==> src/rtl/video_sync_recover.sv <==
`default_nettype none
// ============================================================================
// Module   : video_sync_recover
// Purpose  : Recovers pixel/line/frame timing from a core's raw hsync/vsync.
//            Generates a pixel clock-enable from clk_sys, normalises sync
//            polarity, tracks hcount/vcount, measures line length and frame
//            height, derives blanking windows and reports when the measured
//            frame timing has been stable for LOCK_FRAMES frames.
// Ports    : clk_sys      - the only clock
//            reset        - asynchronous active-high reset
//            hs_in/vs_in  - raw sync inputs
//            hs_pol/vs_pol- 1 = corresponding sync input is active-high
//            ce_pix       - one-cycle pixel enable, cycle after each tick
//            hcount/vcount- pixel within line / line within frame
//            hblank/vblank- blanking windows decoded from hcount/vcount
//            hsync/vsync  - registered, active-high syncs
//            line_len     - pixel ticks in the last complete line
//            frame_lines  - lines in the last complete frame
//            locked       - frame timing stable
// Revision : 1.0 - initial release
// ============================================================================
module video_sync_recover #(
    parameter int CE_DIV      = 16,
    parameter int CW          = 10,
    parameter int HB_START    = 214,
    parameter int HB_END      = 34,
    parameter int VB_START    = 255,
    parameter int VB_END      = 25,
    parameter int LOCK_FRAMES = 2
) (
    input  logic          clk_sys,
    input  logic          reset,
    input  logic          hs_in,
    input  logic          vs_in,
    input  logic          hs_pol,
    input  logic          vs_pol,
    output logic          ce_pix,
    output logic [CW-1:0] hcount,
    output logic [CW-1:0] vcount,
    output logic          hblank,
    output logic          vblank,
    output logic          hsync,
    output logic          vsync,
    output logic [CW-1:0] line_len,
    output logic [CW-1:0] frame_lines,
    output logic          locked
);

    localparam int DW = $clog2(CE_DIV);
    localparam int MW = $clog2(LOCK_FRAMES + 1);

    localparam logic [CW-1:0] c_CMAX     = '1;
    localparam logic [CW-1:0] c_ONE      = CW'(1);
    localparam logic [CW-1:0] c_HB_START = CW'(HB_START);
    localparam logic [CW-1:0] c_HB_END   = CW'(HB_END);
    localparam logic [CW-1:0] c_VB_START = CW'(VB_START);
    localparam logic [CW-1:0] c_VB_END   = CW'(VB_END);
    localparam logic [MW-1:0] c_LOCK     = MW'(LOCK_FRAMES);
    localparam logic [DW-1:0] c_DIV_ONE  = DW'(1);
    localparam logic [MW-1:0] c_M_ONE    = MW'(1);

    logic [DW-1:0] r_div;
    logic          r_ce;
    logic [CW-1:0] r_hcount;
    logic [CW-1:0] r_vcount;
    logic          r_hsync;
    logic          r_vsync;
    logic          r_vs_line;     // vsync as sampled at the last h-edge
    logic [CW-1:0] r_line_len;
    logic [CW-1:0] r_frame_lines;
    logic [CW-1:0] r_vedge_len;   // line_len captured at the last v-edge
    logic [MW-1:0] r_match;
    logic          r_locked;

    logic          w_tick;
    logic          w_hs_eff;
    logic          w_vs_eff;
    logic          w_hedge;
    logic          w_vedge;
    logic          w_h_sat;
    logic [CW-1:0] w_h_inc;
    logic [CW-1:0] w_v_inc;
    logic          w_match_hit;
    logic [MW-1:0] w_match_next;

    assign w_tick   = &r_div;
    assign w_hs_eff = ~(hs_in ^ hs_pol);
    assign w_vs_eff = ~(vs_in ^ vs_pol);
    assign w_hedge  = w_tick & w_hs_eff & ~r_hsync;
    // Vertical edges are judged only at line starts, against the vsync level
    // seen at the previous line start, so vsync skew inside a line is ignored.
    assign w_vedge  = w_hedge & w_vs_eff & ~r_vs_line;

    assign w_h_sat  = (r_hcount == c_CMAX);
    assign w_h_inc  = w_h_sat ? c_CMAX : (r_hcount + c_ONE);
    assign w_v_inc  = (r_vcount == c_CMAX) ? c_CMAX : (r_vcount + c_ONE);

    // w_v_inc / w_h_inc are the frame height and line length being captured
    // at this v-edge; compare them with what the previous v-edge captured.
    assign w_match_hit = (w_v_inc == r_frame_lines) &&
                         (r_frame_lines != '0) &&
                         (w_h_inc == r_vedge_len);

    always_comb begin
        w_match_next = r_match;
        if (w_vedge) begin
            if (w_match_hit) begin
                w_match_next = (r_match == c_LOCK) ? r_match : (r_match + c_M_ONE);
            end else begin
                w_match_next = '0;
            end
        end
        // A saturated hcount means hsync has vanished: drop lock.
        if (w_tick && w_h_sat) begin
            w_match_next = '0;
        end
    end

    always_ff @(posedge clk_sys or posedge reset) begin
        if (reset) begin
            r_div         <= '0;
            r_ce          <= 1'b0;
            r_hcount      <= '0;
            r_vcount      <= '0;
            r_hsync       <= 1'b0;
            r_vsync       <= 1'b0;
            r_vs_line     <= 1'b0;
            r_line_len    <= '0;
            r_frame_lines <= '0;
            r_vedge_len   <= '0;
            r_match       <= '0;
            r_locked      <= 1'b0;
        end else begin
            r_div <= r_div + c_DIV_ONE;
            r_ce  <= w_tick;
            if (w_tick) begin
                r_hsync  <= w_hs_eff;
                r_vsync  <= w_vs_eff;
                r_match  <= w_match_next;
                r_locked <= (w_match_next == c_LOCK);
                if (w_hedge) begin
                    r_hcount   <= '0;
                    r_line_len <= w_h_inc;
                    r_vs_line  <= w_vs_eff;
                    if (w_vedge) begin
                        r_vcount      <= '0;
                        r_frame_lines <= w_v_inc;
                        r_vedge_len   <= w_h_inc;
                    end else begin
                        r_vcount <= w_v_inc;
                    end
                end else begin
                    r_hcount <= w_h_inc;
                end
            end
        end
    end

    assign ce_pix      = r_ce;
    assign hcount      = r_hcount;
    assign vcount      = r_vcount;
    assign hsync       = r_hsync;
    assign vsync       = r_vsync;
    assign line_len    = r_line_len;
    assign frame_lines = r_frame_lines;
    assign locked      = r_locked;
    assign hblank      = (r_hcount >= c_HB_START) || (r_hcount < c_HB_END);
    assign vblank      = (r_vcount >= c_VB_START) || (r_vcount < c_VB_END);

endmodule
`default_nettype wire

==> config.mk <==
export PLATFORM = sky130hd
export DESIGN_NAME = video_sync_recover
export DESIGN_NICKNAME = d
export VERILOG_FILES = /design/src/rtl/video_sync_recover.sv
export SDC_FILE = /design/constraint.sdc
export NUM_CORES = 1
export LEC_CHECK = 0
export BUFFER_PORTS_ARGS = -buffer_cell sky130_fd_sc_hd__buf_2
export CORE_UTILIZATION = 55
export DETAILED_ROUTE_END_ITERATION = 6
export PLACE_DENSITY = 0.85
export SYNTH_ARGS = -nofsm -noshare
export SYNTH_HDL_FRONTEND = slang
export SYNTH_SLANG_ARGS = --single-unit
==> constraint.sdc <==
create_clock -name clk_sys -period 2.7 [get_ports clk_sys]
set_input_delay 0.135 -clock clk_sys [delete_from_list [all_inputs] [get_ports clk_sys]]
set_output_delay 0.135 -clock clk_sys [all_outputs]
set_load 0.005 [all_outputs]
==> run summary, run 1 <==
The number of cells after detailed placement came out at 504. The post-placement worst setup slack is 0.0495 ns. In this run the worst setup path begins at vcount[0]. The largest net degree at the start of global routing is 52. The average instance area after synthesis came out at 8.70 µm².

Synthesis produced 390 cells. The final layout contains 452 nets. The count of buffering cells on the critical path with inverters included came out at 0. The clock edge transition at the registers on the reported setup and hold paths came out at 0.07 ns. By startpoint and endpoint, the worst setup path is classified as reg -> reg. The wire length per cell came out at 16.6 µm. The clock skew after layout is 0.0125 ns. The number of flops mapped to enable cells by yosys is 0.

The length in cells of the worst reg-to-reg path came out at 8. The worst stage delay on the critical path is 0.46 ns. Of the cells placed in the final design, the portion with a size suffix greater than 1 is 20.0%. The worst path arrival time is 2.81 ns. VDD sags by at most 0.449 mV. The fraction of post-synthesis cell area in the top cell type by area is 45.0%.

The H-tree was split into 3 levels. The total CTS buffers came out at 9. Summing every instance area after synthesis gives 3390 µm². The number of unique standard cell types used by synthesis is 51. The number of gates on the worst path with buffers counted came out at 8. The clock sink count came out at 61. The routed wire length is 8630 µm. The worst setup path is captured at a flip-flop.

The top cell type by total area after synthesis is sky130_fd_sc_hd__dfrtp_1. The number of vias in the routed layout came out at 3,207. In the synthesized netlist the dominant register cell turns out to be sky130_fd_sc_hd__dfrtp_1. The run finished with clean final reports. The tree is rooted in a sky130_fd_sc_hd__clkbuf_8.

In the post-route analysis, the smallest setup slack over all paths is 0.140 ns. The die is 80.6 µm tall. The longest clock path from root to sink contains 2 buffers. 0 antenna diodes ended up in the layout.

The actual transition at the worst max-transition pin is 1.02 ns. The slowest stage of the critical path is the sky130_fd_sc_hd__dfrtp_1 cell. The remaining antenna violation count after routing is 0. At the worst endpoint, the required time is 2.95 ns.

The register bit total from synthesis is 61. The x dimension of the die came out at 80.6 µm. The placeable core region is 5920 µm². In this run the critical register-to-register path is captured at r_match[0]. The library cells used most frequently in the layout, excluding fill and tap cells, are sky130_fd_sc_hd__dfrtp_1 (61), sky130_fd_sc_hd__buf_2 (51), sky130_fd_sc_hd__nand2_1 (44). The number of warnings printed during yosys synthesis came out at 0. Buffers placed on the I/O ports in this run total 51. The element type at the critical path start is a flip-flop. The critical path ends at r_match[0]. The signal on the critical path passes through ha_1, and3_2, a311o_1, o21ai_1, xnor2_1, a2111oi_1, nand4_1, o22ai_1. The maximum clock frequency is 391 MHz. The number of top-level pins is 52. The worst hold path belongs to the class in -> async. The origin of the critical flop-to-flop path is vcount[0]. The ratio of routed vias to standard cells came out at 6.18. The growth of design area from synthesis to finish came out at 16.1%. In this run the static leakage power is 1.72 nW.

The detailed-routing iteration count for the pre-antenna-repair pass came out at 5. The estimated wirelength of the detail-placed design came out at 6080 µm. The DRC violation count after routing came out at 0. The total track usage came out at 28.1%. The sequential fraction of the synthesis area came out at 45.0%. The fraction of the cycle the final worst path needs came out at 94.8%.

Sorting the synthesized cells by area gives the leading types as sky130_fd_sc_hd__dfrtp_1 (45%), sky130_fd_sc_hd__xnor2_1 (4.9%), sky130_fd_sc_hd__nand2_1 (4.9%). The DRC violation total after the first TritonRoute iteration came out at 363. Along the worst path, the maximum fanout reaches 8. The post-synth net total came out at 402. The number of global-route vias before repair is 2,869. After clock tree synthesis, the repair step resized 0 gates.

The share of flip-flops with an asynchronous set or reset came out at 100%. The area of the die is 6490 µm². The floorplan row count came out at 28. The global-route wire length before repair came out at 13,800 µm. The number of setup violations in the final report came out at 0. At the later pin of the worst-skew pair, clock insertion delay measures 0.34 ns. The quantity of hold-fixing buffers added after cts came out at 0.

TritonCTS built the clock tree. The worst-case register-to-register setup slack is 0.14 ns. The max-cap violation count came out at 0. The final RePlAce weighted congestion is 0.962. The setup fix buffers added after clock tree synthesis is 0. Setup repair after global routing left no endpoint under its margin. The initial antenna violation count is 0.

After global routing the overflow that remains totals 0. The starting density of the core came out at 57.3%. The most common cell after layout, fill and taps aside is sky130_fd_sc_hd__dfrtp_1. Subtracting the final worst setup slack from the clock period gives 2.56 ns. The sum of negative setup slack came out at 0 ns. The relative slew slack came out at 31.6%. For this design the ratio of total power to cell area is 627 nW/µm². In this design, the largest share of critical-path delay is due to compound AO/OA/AOI/OAI gates. The count of non-filler cells in the finished layout is 519. The final max-slew violation count is 0.

The hold violation total from the final report was 0.
[area by class of cell]
type,count,area [µm²]
clock buffer,13,149
timing repair buffer,64,353
tap,75,93.8
sequential,61,1530
fill,477,1980
multi-input combinational,291,1760
inverter,13,48.8
clock inverter,2,10.0
[per-layer routing]
metal,GRT usage [%],part of all wire [%],wire length [µm],vias up
li1,-,-,-,1497
met1,39.2,44,3840,1529
met2,43.6,47,4020,156
met5,0,0,0,-
met4,10.5,2.1,177,0
met3,4.55,6.8,588,25
[synth_stat cells (4+ instances only)]
cell,number
sky130_fd_sc_hd__a21oi_1,32
sky130_fd_sc_hd__a31oi_1,13
sky130_fd_sc_hd__and3_1,4
sky130_fd_sc_hd__buf_2,4
sky130_fd_sc_hd__clkbuf_1,21
sky130_fd_sc_hd__dfrtp_1,61
sky130_fd_sc_hd__ha_1,6
sky130_fd_sc_hd__inv_1,12
sky130_fd_sc_hd__nand2_1,44
sky130_fd_sc_hd__nand3_1,17
sky130_fd_sc_hd__nand4_1,6
sky130_fd_sc_hd__nor2_1,38
sky130_fd_sc_hd__nor3_1,8
sky130_fd_sc_hd__nor4_1,4
sky130_fd_sc_hd__o21ai_0,33
sky130_fd_sc_hd__o21ai_1,4
sky130_fd_sc_hd__o22ai_1,4
sky130_fd_sc_hd__xnor2_1,19
sky130_fd_sc_hd__xor2_1,6
[flip-flops by register name (all words and copies together), names as in the netlist, 2 cells and up]
signal	cells
hcount	10
r_div	4
frame_lines	10
r_vedge_len	10
vcount	10
line_len	10
r_match	2
[kinds of logic after synthesis]
group / synth area share, %
compound gates: 20.7
xor+xnor: 6.45
fa+ha+maj: 2.21
buf+inv: 4.35
flops: 45.0
mux: 0.921
simple gates: 20.4
[power by group]
part	switching, mW	internal (mW)
combinational	0.322	0.263
sequential	0.165	1.03
clock	0.342	0.351
total	0.829	1.64
[how the worst min path moves through the flow]
| stage | start | end | slack (ns) | cells past startpoint |
|---|---|---|---|---|
| 2_1_floorplan | vs_in | vsync | 0.40 | 2 |
| 3_3_place_gp | reset | r_div[0] | 0.43 | 2 |
| 3_5_place_dp | r_div[0] | r_div[0] | 0.44 | 1 |
| 4_1_cts | reset | line_len[4] | 0.10 | 2 |
| 5_1_grt | reset | r_div[0] | 0.18 | 2 |
| 6_report | reset | r_div[1] | 0.05 | 2 |
[worst register-to-register path: stages (launching register included)]
cell and delay [ns]:
sky130_fd_sc_hd__dfrtp_1 0.46, sky130_fd_sc_hd__ha_1 0.32, sky130_fd_sc_hd__and3_2 0.31, sky130_fd_sc_hd__a311o_1 0.39
sky130_fd_sc_hd__o21ai_1 0.13, sky130_fd_sc_hd__xnor2_1 0.10, sky130_fd_sc_hd__a2111oi_1 0.35, sky130_fd_sc_hd__nand4_1 0.23
sky130_fd_sc_hd__o22ai_1 0.19
[per-stage QoR]
stage / hold slack (ns) / utilization (%) / area [µm²] / power, mW
2_1_floorplan: 0.399 / - / 3390 / 1.54
3_3_place_gp: 0.435 / 63.2 / 3740 / 1.74
3_5_place_dp: 0.441 / 63.2 / 3740 / 1.77
4_1_cts: 0.100 / 65.9 / 3900 / 2.45
5_1_grt: 0.176 / 66.6 / 3940 / 2.58
6_report: 0.0482 / 66.6 / 3940 / 2.47
(Power assumes the default switching activity.)
==> run 2: changes to the inputs <==
--- a/config.mk
+++ b/config.mk
@@ -9,6 +9,7 @@
 export CORE_UTILIZATION = 55
 export DETAILED_ROUTE_END_ITERATION = 6
 export PLACE_DENSITY = 0.85
+export SETUP_SLACK_MARGIN = 0.3
 export SYNTH_ARGS = -nofsm -noshare
 export SYNTH_HDL_FRONTEND = slang
 export SYNTH_SLANG_ARGS = --single-unit
==> run summary, run 2 (synthesis gave the netlist of run 1 again) <==
The element type at the critical path start was a flip-flop (unchanged). The origin of the critical flop-to-flop path is hcount[3] (was vcount[0]). The critical path capture point type is a flip-flop (unchanged). The length in cells of the worst reg-to-reg path was 7 (was 8).

The capturing element of the worst setup path is locked (was r_match[0]). The placeable core region is 5920 µm² (unchanged). The wire length per cell is 17.2 µm (was 16.6 µm). The time the final worst path needs with I/O delays and setup is 2.38 ns (was 2.56 ns).

The total CTS buffers came out at 9 (unchanged). The number of gates on the worst path with buffers counted came out at 7 (was 8). The detailed-routing iteration count for the pre-antenna-repair pass is 5 (unchanged).

The number of vias in the routed layout is 3,225 (was 3,207). The worst min-delay path category is in -> async (unchanged). The count of buffering cells on the critical path with inverters included is 0 (unchanged).

The estimated wirelength of the detail-placed design was 6230 µm (was 6080 µm). The maximum resistive drop on vdd came out at 0.435 mV (was 0.449 mV). The clock sink count came out at 61 (unchanged).

The number of fillers in the final layout came out at 446 (was 477). The clock skew after layout came out at 0.00878 ns (was 0.0125 ns). The most common cell after layout, fill and taps aside is sky130_fd_sc_hd__dfrtp_1 (unchanged).

The maximum level of the CTS H-tree is 3 (unchanged). The insertion delay of the later-clocked pin in the worst-skew pair came out at 0.35 ns (was 0.34 ns). The floorplan row count came out at 28 (unchanged). Critical Path, Cell by Cell: nand3_2, nor3_1, nand3b_1, nor2b_1, a211oi_1, nand4_1, o21ai_1 (was ha_1, and3_2, a311o_1, o21ai_1, xnor2_1, a2111oi_1, nand4_1, o22ai_1). The number of setup violations in the final report came to 0 (unchanged).

The number of top-level pins came to 52 (unchanged). The antenna cell count came out at 0 (unchanged). The quantity of hold-fixing buffers added after cts is 0 (unchanged). The routed wire length was 9030 µm (was 8630 µm). The number of global-route vias before repair came out at 2,916 (was 2,869). The launch point of the worst path is hcount[3] (was vcount[0]). The CTS tree is built (unchanged). The required time of the critical path is 2.97 ns (was 2.95 ns). The DRC violation count after routing was 0 (unchanged).

The kind of critical path is reg -> reg (unchanged). The worst stage delay on the critical path is 0.49 ns (was 0.46 ns). The layout cell share with drive strength beyond 1 is 26.0% (was 20.0%).

The final RePlAce weighted congestion was 0.942 (was 0.962). The max-cap violation count came to 0 (unchanged). The critical path's slowest cell is sky130_fd_sc_hd__dfrtp_1 (unchanged). The remaining antenna violation count after routing was 0 (unchanged). The maximum clock frequency is 419 MHz (was 391 MHz). The ratio of routed vias to standard cells was 6.14 (was 6.18).

The clock root buffer was sky130_fd_sc_hd__clkbuf_8 (unchanged). The post-placement worst setup slack came out at 0.104 ns (was 0.0495 ns). The remaining global-route overflow is 0 (unchanged). The hold violation total from the final report is 0 (unchanged). The number of buffers inserted by port buffering is 51 (unchanged). The growth of design area from synthesis to finish is 22.7% (was 16.1%). The cell family contributing the most delay on the critical path is simple AND/OR/NAND/NOR gates (was compound AO/OA/AOI/OAI gates). The total track usage was 29.5% (was 28.1%). The worst path arrival time was 2.65 ns (was 2.81 ns).

The floorplan die height came out at 80.6 µm (unchanged). The slack of the critical path is 0.316 ns (was 0.140 ns). The x dimension of the die is 80.6 µm (unchanged). The actual transition at the worst max-transition pin came out at 0.952 ns (was 1.02 ns). The largest net degree at the start of global routing is 47 (was 52).

The final max-slew violation count came out at 0 (unchanged). The fraction of the cycle the final worst path needs is 88.3% (was 94.8%). The tightest hold margin came to 0.00695 ns (was 0.0482 ns). The clock edge transition at the registers on the reported setup and hold paths is 0.07 ns (about the same). The net count reported at finish came out at 457 (was 452). The maximum count of clock buffers along a single path is 2 (unchanged).

The starting density of the core came out at 57.3% (unchanged). The DRC violation total after the first TritonRoute iteration came out at 351 (was 363). Unrepaired setup endpoints after global routing: false (unchanged). The global-route wire length before repair came out at 14,300 µm (was 13,800 µm). The peak fanout along the critical path is 8 (unchanged). The area of the die came to 6490 µm² (unchanged). The relative slew slack was 36.5% (was 31.6%). The total power divided by cell area is 681 nW/µm² (was 627 nW/µm²). The worst-case register-to-register setup slack is 0.32 ns (was 0.14 ns).

The initial antenna violation count is 0 (unchanged). The static power due to leakage is 1.82 nW (was 1.72 nW). The endpoint of the worst register-to-register path is locked (was r_match[0]). Highest-count cells in the layout ignoring fill and taps: sky130_fd_sc_hd__dfrtp_1 (53), sky130_fd_sc_hd__buf_2 (51), sky130_fd_sc_hd__nand2_1 (44) (was sky130_fd_sc_hd__dfrtp_1 (61), sky130_fd_sc_hd__buf_2 (51), sky130_fd_sc_hd__nand2_1 (44)). Result of the run: finished, final reports clean (unchanged). The sum of negative setup slack is 0 ns (unchanged).
## run 2: cell count changes in the layout (fill, tap and decap cells not counted), sizes merged
cell and change:
bufinv +3, clkinv -1, clkbuf -1, buf +5
## run 2: report_power, final
part           internal, mW  switching (mW)  total (mW)
sequential             1.03           0.163        1.19
clock                 0.638           0.358       0.996
combinational         0.292           0.352       0.645
total                  1.96           0.873        2.83
## run 2: timing repair
item,4_1_cts,5_1_grt
gates resized for setup,7,27
setup buffers,0,5
pin swaps,1,10
endpoints found under the setup margin,3,3
## run 2: metrics by stage
| stage | instances | instance area [µm²] | power (mW) | utilization [%] |
|---|---|---|---|---|
| finish | 525 | 4160 | 2.83 | 70.3 |
| global route | 525 | 4160 | 2.97 | 70.3 |
| CTS | 520 | 4020 | 2.78 | 67.9 |
| detailed placement | 504 | 3750 | 1.78 | 63.3 |
| global placement | 504 | 3750 | 1.75 | 63.3 |
| floorplan | 390 | 3400 | 1.54 | - |
## run 2: per-layer routing
layer / GRT usage, % / up-vias / share of wire, % / wire [µm]
met4: 14.6 / 0 / 3.1 / 280
met2: 43.8 / 172 / 47 / 4240
met1: 39.5 / 1503 / 41 / 3710
met3: 7.73 / 27 / 8.9 / 803
li1: - / 1523 / - / -
met5: 0 / - / 0 / 0
## run 2: final cells by class
type / count / area [µm²] / area share [%]
clock inverters: 4 / 95.1 / 2.28
repair buffers: 69 / 394 / 9.47
well taps: 75 / 93.8 / 2.25
inverters: 13 / 48.8 / 1.17
flip-flops and latches: 61 / 1540 / 36.9
clock buffers: 12 / 145 / 3.49
multi-input cells: 291 / 1850 / 44.4
## run 2: worst min-delay path by stage
stage,end,slack [ns],startpoint
4_1_cts,line_len[5],0.03,reset
5_1_grt,vsync,0.11,reset
6_report,r_match[0],0.007,reset
3_3_place_gp,r_vs_line,0.40,reset
2_1_floorplan,vsync,0.40,vs_in
3_5_place_dp,frame_lines[7],0.41,reset
==> run 3: changes to the inputs <==
--- a/config.mk
+++ b/config.mk
@@ -5,10 +5,11 @@
 export SDC_FILE = /design/constraint.sdc
 export NUM_CORES = 1
 export LEC_CHECK = 0
+export ABC_AREA = 1
 export BUFFER_PORTS_ARGS = -buffer_cell sky130_fd_sc_hd__buf_2
 export CORE_UTILIZATION = 55
 export DETAILED_ROUTE_END_ITERATION = 6
-export PLACE_DENSITY = 0.85
+export PLACE_DENSITY = 0.84
 export SETUP_SLACK_MARGIN = 0.3
 export SYNTH_ARGS = -nofsm -noshare
 export SYNTH_HDL_FRONTEND = slang
==> run summary, run 3 <==
The CTS tree is built (unchanged). The insertion delay of the later-clocked pin in the worst-skew pair was 0.34 ns (was 0.35 ns). Unrepaired setup endpoints after global routing: false (unchanged). The share of power burned in the clock network came to 27.8% (was 35.1%). The final max-slew violation count is 0 (unchanged).

The ratio of routed vias to standard cells came out at 5.62 (was 6.14). The routed wire length came to 9310 µm (was 9030 µm). The cell area after placement is 3910 µm² (was 3750 µm²). The clock sink count is 61 (unchanged). The antenna cell count is 0 (unchanged).

The post-synthesis cell count came out at 501 (was 390). The growth of design area from synthesis to finish is 15.7% (was 22.7%). The DRC violation total after the first TritonRoute iteration is 412 (was 351). The relative slew slack came out at 64.2% (was 36.5%).

The endpoint of the worst register-to-register path was locked (unchanged). The average instance area after synthesis was 7.17 µm² (was 8.70 µm²). The detailed-routing iteration count for the pre-antenna-repair pass is 7 (was 5).

The register bit total from synthesis came to 61 (unchanged). The hold violation total from the final report is 0 (unchanged). The maximum clock frequency came out at 453 MHz (was 419 MHz).

The wire length per cell came out at 14.5 µm (was 17.2 µm). The DRC violation count after routing came to 2 (was 0). The total power divided by cell area came to 716 nW/µm² (was 681 nW/µm²). The static power due to leakage was 2.22 nW (was 1.82 nW). The worst stage delay on the critical path came to 0.45 ns (was 0.49 ns). The layout cell share with drive strength beyond 1 was 18.5% (was 26.0%). The most numerous cell in the Yosys netlist was sky130_fd_sc_hd__nand2_1 (was sky130_fd_sc_hd__dfrtp_1). Critical Path, Cell by Cell: ha_1, nand3_1, o21ai_0, nand3_1, nand2_1, nand2_1, nor2_1, nand3_1, nor2_1, nand3_1, nand2_1, nand3_1, nand2_1 (was nand3_2, nor3_1, nand3b_1, nor2b_1, a211oi_1, nand4_1, o21ai_1).

The time the final worst path needs with I/O delays and setup is 2.21 ns (was 2.38 ns). The switching power summed over all nets is 1.12 mW (was 0.873 mW). The number of vias in the routed layout is 3,596 (was 3,225). The required time of the critical path is 2.98 ns (was 2.97 ns).

The number of global-route vias before repair is 3,126 (was 2,916). The total track usage is 27.4% (was 29.5%). The worst path arrival time is 2.48 ns (was 2.65 ns).

The net count reported at finish came out at 571 (was 457). The destination of the worst hold path is vsync. The largest net degree at the start of global routing is 39 (was 47). The max-cap violation count came out at 0 (unchanged).

The total CTS buffers is 9 (unchanged). The remaining antenna violation count after routing came out at 0 (unchanged). Top cells by area in the synthesized netlist: sky130_fd_sc_hd__dfrtp_1 (42%), sky130_fd_sc_hd__nand2_1 (18%), sky130_fd_sc_hd__nand3_1 (6.7%) (was sky130_fd_sc_hd__dfrtp_1 (45%), sky130_fd_sc_hd__xnor2_1 (4.9%), sky130_fd_sc_hd__nand2_1 (4.9%)).

The clock edge transition at the registers on the reported setup and hold paths is 0.07 ns (about the same). The x dimension of the die is 82.8 µm (was 80.6 µm). The utilization after layout came to 65.9% (was 70.3%). The maximum resistive drop on vdd is 0.375 mV (was 0.435 mV). The peak fanout along the critical path came out at 6 (was 8). The worst hold path begins at vs_in.

The final RePlAce weighted congestion came out at 0.918 (was 0.942). The post-synth net total is 513 (was 402). The worst min-delay path category is in -> reg (was in -> async). The area of the die is 6860 µm² (was 6490 µm²). The estimated wirelength of the detail-placed design came out at 6680 µm (was 6230 µm). The area of the mapped netlist came out at 3590 µm² (was 3390 µm²).

The clock skew after layout is 0.00949 ns (was 0.00878 ns). The sum of negative setup slack came to 0 ns (unchanged). The remaining global-route overflow was 0 (unchanged). The final instance area came to 4160 µm² (about the same). The starting density of the core came to 56.9% (was 57.3%).

The worst hold path depth came out at 4. The kind of critical path was reg -> reg (unchanged). Result of the run: finished, violations left (was finished, final reports clean).

The sequential fraction of the synthesis area came out at 42.5% (was 45.0%). The commonest register cell after synthesis is sky130_fd_sc_hd__dfrtp_1 (unchanged). The number of flops mapped to enable cells by yosys was 0 (unchanged). The number of warnings printed during yosys synthesis is 0 (unchanged). The floorplan row count is 29 (was 28).

The clock root buffer is sky130_fd_sc_hd__clkbuf_8 (unchanged). The worst-case register-to-register setup slack came out at 0.49 ns (was 0.32 ns). The length in cells of the worst reg-to-reg path is 13 (was 7). The top cell type by total area after synthesis is sky130_fd_sc_hd__dfrtp_1 (unchanged). The dominant cell type by count on the critical path is sky130_fd_sc_hd__nand3_1. The global-route wire length before repair was 14,900 µm (was 14,300 µm).

The count of non-filler cells in the finished layout came out at 640 (was 525). The cell internal power dissipation is 1.85 mW (was 1.96 mW). Synth top cells by count: sky130_fd_sc_hd__nand2_1 (177), sky130_fd_sc_hd__dfrtp_1 (61), sky130_fd_sc_hd__inv_1 (56), sky130_fd_sc_hd__nand3_1 (48), sky130_fd_sc_hd__o21ai_0 (48) (was sky130_fd_sc_hd__dfrtp_1 (61), sky130_fd_sc_hd__nand2_1 (44), sky130_fd_sc_hd__nor2_1 (38), sky130_fd_sc_hd__o21ai_0 (33), sky130_fd_sc_hd__a21oi_1 (32)). The fraction of the cycle the final worst path needs came out at 81.7% (was 88.3%).

The floorplan die height came to 82.8 µm (was 80.6 µm). The number of buffers inserted by port buffering came to 51 (unchanged). The placeable core region is 6310 µm² (was 5920 µm²).

The maximum count of clock buffers along a single path came to 2 (unchanged). The most common cell after layout, fill and taps aside is sky130_fd_sc_hd__nand2_1 (was sky130_fd_sc_hd__dfrtp_1). The critical path's slowest cell is sky130_fd_sc_hd__dfrtp_1 (unchanged). Highest-count cells in the layout ignoring fill and taps: sky130_fd_sc_hd__nand2_1 (176), sky130_fd_sc_hd__dfrtp_1 (61), sky130_fd_sc_hd__inv_1 (55) (was sky130_fd_sc_hd__dfrtp_1 (53), sky130_fd_sc_hd__buf_2 (51), sky130_fd_sc_hd__nand2_1 (44)). The origin of the critical flop-to-flop path is vcount[0] (was hcount[3]). The number of unique standard cell types used by synthesis came out at 27 (was 51).

The actual transition at the worst max-transition pin came to 0.537 ns (was 0.952 ns). The critical path capture point type is a flip-flop (unchanged). The element type at the critical path start is a flip-flop (unchanged). The share of flip-flops with an asynchronous set or reset is 100% (unchanged). The number of setup violations in the final report is 0 (unchanged).

The sequential group share of total power is 40.7% (was 42.1%). The number of cells after detailed placement came out at 621 (was 504). The fraction of post-synthesis cell area in the top cell type by area is 42.5% (was 45.0%). The initial antenna violation count is 0 (unchanged). The power consumption is 2.98 mW (was 2.83 mW). The number of top-level pins came out at 52 (unchanged). The combinational share of power came out at 31.5% (was 22.7%). The checks that failed: DRC.

The maximum level of the CTS H-tree is 3 (unchanged). The switching part of the total power is 37.7% (was 30.8%).
run 3: area by class of cell:
cell class                      count  area [µm²]
Sequential cell                    61        1530
Fill cell                         569        2150
Clock buffer                       11         151
Tap cell                           77        96.3
Clock inverter                      4        47.5
Timing Repair Buffer               59         318
Inverter                           61         229
Multi-Input combinational cell    367        1790
run 3: cells by family after synthesis:
logic type               Yosys count  share of synthesized area [%]
AO/OA/AOI/OAI                     58                           8.53
XOR/XNOR                           9                           2.19
adder cells (fa/ha/maj)            6                           2.09
buffers and inverters             75                           8.67
flip-flops                        61                           42.5
AND/OR/NAND/NOR                  292                           36.0
run 3: critical path, delay by kind of cell (launching register included):
family	cells	cell delay (ns)
adder cells (fa/ha/maj)	1	0.26
flip-flops	1	0.45
AND/OR/NAND/NOR	11	1.16
AO/OA/AOI/OAI	1	0.28
run 3: worst max path at each step:
stage / slack (ns) / end / cells past startpoint / start
finish: 0.49 / locked / 13 / vcount[0]
global placement: 0.46 / locked / 16 / hcount[1]
global route: 0.32 / locked / 14 / hcount[1]
floorplan: 0.81 / locked / 17 / hcount[1]
CTS: 0.36 / locked / 15 / hcount[0]
detailed placement: 0.39 / locked / 16 / hcount[0]
run 3: power groups by stage:
stage	Sequential, mW	Clock, mW	Combinational (mW)
after floorplan	1.20	0	0.619
after global placement	1.21	0	0.885
after detailed placement	1.22	0	0.902
after CTS	1.21	0.830	0.913
after global routing	1.23	0.870	1.05
final	1.21	0.829	0.937
run 3: what timing repair did:
item	CTS	global route
endpoints found under the hold margin	24	0
buffers inserted	0	1
resized for setup	0	3
hold buffers	1	0
endpoints found under the setup margin	0	3
run 3: layer usage:
layer | part of all wire, % | track usage, % | vias to the layer above
li1 | - | - | 1721
met1 | 44 | 38.4 | 1680
met2 | 47 | 43.1 | 169
met3 | 6.5 | 4.97 | 26
met4 | 2.2 | 9.56 | 0
met5 | 0 | 0 | -
run 3: through the flow:
stage	worst slack, ns	hold slack, ns
6_report	0.495	0.0832
5_1_grt	0.317	0.106
4_1_cts	0.364	0.0805
3_5_place_dp	0.386	0.211
3_3_place_gp	0.457	0.202
2_1_floorplan	0.813	0.317
